## src/rtl/sat_counter.sv

```systemverilog
// Saturating up-counter with synchronous clear, which takes priority over increment.
// Value visible the cycle after inc_i; no backpressure, increments at the maximum are dropped.
module sat_counter #(
    parameter int W = 8
) (
    input  logic         clk,
    input  logic         rst,
    input  logic         clr_i,
    input  logic         inc_i,
    output logic [W-1:0] cnt_o
);

    logic [W-1:0] cnt_q;
    logic [W-1:0] cnt_d;

    always_comb begin
        cnt_d = cnt_q;
        if (clr_i) begin
            cnt_d = '0;
        end else if (inc_i && (cnt_q != {W{1'b1}})) begin
            cnt_d = cnt_q + W'(1);
        end
    end

    always_ff @(posedge clk or posedge rst) begin
        if (rst) begin
            cnt_q <= '0;
        end else begin
            cnt_q <= cnt_d;
        end
    end

    assign cnt_o = cnt_q;

endmodule

```

## config.mk

```make
export PLATFORM = sky130hd
export DESIGN_NAME = sat_counter
export DESIGN_NICKNAME = d
export VERILOG_FILES = /design/src/rtl/sat_counter.sv
export SDC_FILE = /design/constraint.sdc
export NUM_CORES = 1
export LEC_CHECK = 0
export ABC_AREA = 1
export CORE_AREA = 2 2 42 44
export CTS_CLUSTER_SIZE = 8
export DETAILED_ROUTE_END_ITERATION = 16
export DIE_AREA = 0 0 44 46
export MAX_ROUTING_LAYER = met4
export SLEW_MARGIN = 20
export SYNTH_ARGS = -nofsm -noshare
export SYNTH_HDL_FRONTEND = slang
export SYNTH_SLANG_ARGS = --single-unit
export TNS_END_PERCENT = 100
```

## constraint.sdc

```tcl
create_clock -name clk -period 2.47 [get_ports clk]
set_input_delay 0.494 -clock clk [delete_from_list [all_inputs] [get_ports clk]]
set_output_delay 0.494 -clock clk [all_outputs]
set_load 0.05 [all_outputs]
```

Word level (Yosys, flattened, before mapping). Cells that the tools add are included. Widths: inputs -> output; s select.

Multiplexer cells: 2. Reduce and logical (&&, ||, !) cells: 2. Eq/ne operators: 1. Add/sub/neg operators: 1.

Operators by type and width (number): $mux 8 (2); $add 8x1->8 const B (1); $ne 8x8->1 const B (1); $reduce_bool 2->1 (1); $logic_and 1x1->1 (1).

Word-level logic and storage cells: 7. Register bits: 8. Output and inout bits: 8. Input port bits: 4.

Depth between registers and ports, before layout.
Depth in word-level cells: 4. Depth in mapped cells: 9. Gate-level depth less buffers: 9.

Worst setup path after synthesis. No wires, ideal clock.

Path kind: flip-flop to flip-flop. Start point: register cnt_q[1], in the netlist cnt_o[1]. End point: register cnt_q[4], in the netlist cnt_o[4]. Buffers on the path: 0. Period minus slack after synthesis: 1.574 ns. Data arrival time: 1.455 ns. Setup time: 0.120 ns. Path slack: 0.896 ns. Cell stages (with the launch flop): 9. Path through: dfrtp_1 ha_1 nand2_2 nor2_4 nand2_2 nand2_4 nor2_1 nand2_1 nand2_1.

Longest elaborated chain between the ends: 3. Elaborated cells on any way between the ends: 6. Classes of those cells: add/sub (1); eq/ne (1); mux (2); reduce/logical (2).

Ends and longest elaborated chain: from (decl) (RTL line 13) `logic [W-1:0] cnt_q;`; from (signal assigned) (RTL line 29) `cnt_q <= cnt_d;`; $add 8x1->8 / $ne 8x8->1 (equally long branches) (RTL line 21, 20); $mux 8 / $logic_and 1x1->1 (equally long branches) (RTL line 20) `end else if (inc_i && (cnt_q != {W{1'b1}})) begin`; $mux 8 / $reduce_bool 2->1 (equally long branches).

Several ways; a longest one is shown, not always the timed one. The select of a mux whose other input is x is not followed. A chain may end at the register's enable or synchronous reset.

Final worst setup path.
Start point: register cnt_q[5], in the netlist cnt_o[5]. End point: output port cnt_o[5].

RTL lines: to (decl) (RTL line 10) `output logic [W-1:0] cnt_o`.

No word-level cell between the ends.

==> impl_metrics.ini <==
[outcome]
outcome = finished, final reports clean

[logic_synthesis]
synth_common_cells = 25 x nand2_1, 10 x inv_1, 8 x dfrtp_1
synth.distinct_cells = 16
syn-cell-area_um2 = 507
ys_ff_latch = 8
synth-edff-count = 0
synth_top_area_share_pct = 39.5
seq_area_frac_synth_pct = 39.5
synth_area_leaders = dfrtp_1 40%, nand2_1 19%, inv_1 7.4%, xor2_1 5.2%, nand3_1 4.9%
synth_top_area_cell = dfrtp_1
post-synth-top-count-cell = nand2_1
synth_ff_type = dfrtp_1
syn_inst = 69
syn-num-nets = 74
ys_warn_count = 0
syn_area_per_cell_um2 = 7.34
ys_async_sr_fraction_pct = 100

[sta]
finalWorstSetupSlack_ns = 0.436
final.min_clock_period_ns = 2.03
fmax_ghz = 0.492
setup_violations = 0
drv_slew = 0
tns_ns = 0
rsz0062_at_grt = false
worstMarginPinSlew_ns = 0.507
relSlewSlack_pct = 66.1
hold_viol = 0
fin_crit_sh_pct = 82.3
fin_skew_ns = 0.00845

[clock_network]
postCtsSetupBuffers = 0
cts_tree = built
cts_buffers = 3
root_buffer = clkbuf_4
cts.sinks = 8
clock_latency_ns = 0.26
cts-resized-gates = 0
ctsLongestPathBuffers = 2
clkTransAtPathRegs_ns = 0.06
cts_hold_buf = 0
h-tree-depth = 1

[critical_path]
worstPathCellList = clkdlybuf4s50_1
rr_worst_depth = 8
end_kind = output port
cp_slowest_cell = clkdlybuf4s50_1
start_kind = register
worstPathMaxFanout = 6
critPathArrivalTime_ns = 1.54
cp_num_buf_inv = 1
crit_cells = 1
r2r_start = cnt_o[0]
critPathRequiredTime_ns = 1.98
cp_slowest_stage_delay_ns = 0.84
critPathTopFamily = buffers and inverters
startpoint = cnt_o[5]
critPathKind = register to output port

[cells_and_area]
diodes = 0
largest_reg_flops = 8
syn_to_final_growth_pct = 30.4
drive_above_1_share_pct = 12.0
final_nets = 90

[global_routing]
grt_usage_pct = 12.5
grt_max_degree = 9
grt_antenna_before_repair = 0
grt_pass1_wl_mm = 1.68
grt_pass1_vias = 395
grt.overflow.total = 0

[floorplanning]
die_h_um = 46
ios = 12
initial_utilization_pct = 31.4
core_region_area_um2 = 1610
dieArea_um2 = 2020
rows = 15
die_width_um = 44

[placed_design]
pre_cts_ws_ns = 0.713
routabilityCongestion = 0.780
place_hpwl_um = 780
numPortBuffers = 11

[power_and_ir_drop]
total_power_mw = 0.293
powerDensity_nw_per_um2 = 443
vdd_drop_max_mv = 0.212
leakagePower_nw = 0.343

[routing]
dr.pass1.iters = 4
post_drt_wl_per_cell_um = 10.2
routed_wirelength_mm = 1.02
ant_nets = 0
vias = 454
drc = 0
drtIter0Drc = 11
vias_per_cell = 4.54

[flow_run]
maxCapViolCount = 0

[worst_hold_path]
hp-class = input port to async pin
stage by stage:
| step | util [%] | area (um2) | std cells | hold slack (ns) |
|---|---|---|---|---|
| finish | 40.9 | 661 | 100 | 0.479 |
| global route | 40.9 | 661 | 100 | 0.505 |
| CTS | 40.9 | 661 | 100 | 0.484 |
| detailed placement | 39.5 | 638 | 97 | 0.520 |
| global placement | 39.5 | 638 | 97 | 0.514 |
| floorplan | - | 507 | 69 | 0.310 |
placed cells by master (no fill, tap or decap):
cell and count:
nand2_1 25, clkdlybuf4s50_1 11, inv_1 10, dfrtp_1 8
nand3_1 5, nor2_1 5, xor2_1 3, clkbuf_4 3
nand2_2 2, a21oi_1 2, nand2_4 2, nor2_2 1
nor2_4 1, clkinv_4 1, o21ai_1 1, nor3b_1 1
xnor2_1 1, ha_1 1
worst paths after layout:
path	endpoint	slack, ns
hold / removal	cnt_o[1]	0.48
hold reg to reg	cnt_o[1]	0.53
setup reg to reg	cnt_o[4]	1.01
setup / recovery	cnt_o[5]	0.44
max in group asynchronous	cnt_o[4]	1.74
min in group clk	cnt_o[1]	0.53
metal layers:
metal / GRT usage (%) / part of all wire (%) / up-vias
met4: 10.9 / 1.7 / 0
met1: 15.2 / 48 / 203
met3: 2.38 / 3.0 / 2
met5: - / 0 / -
met2: 17.4 / 47 / 12
li1: - / - / 237
cell families after synthesis:
kind of cell               count (synthesis)  synth area share [%]
AOI/OAI and AO/OA                          3                  2.96
xor gates and xnor gates                   4                  6.91
adders and majority gates                  1                  2.47
buffers and inverters                     11                  9.14
DFF                                        8                  39.5
and+or+nand+nor                           42                  39.0
power breakdown:
part	switching, mW	internal [mW]
clock	0.0469	0.0558
combinational	0.0325	0.0176
sequential	0.00451	0.135
cell type report:
class	count	area, um2
clock buffer	3	22.5
fill	174	953
inverter	11	46.3
multi-input combinational	50	260
sequential	8	200
tap	17	21.3
timing repair buffer	11	110
(Power assumes the default switching activity.)
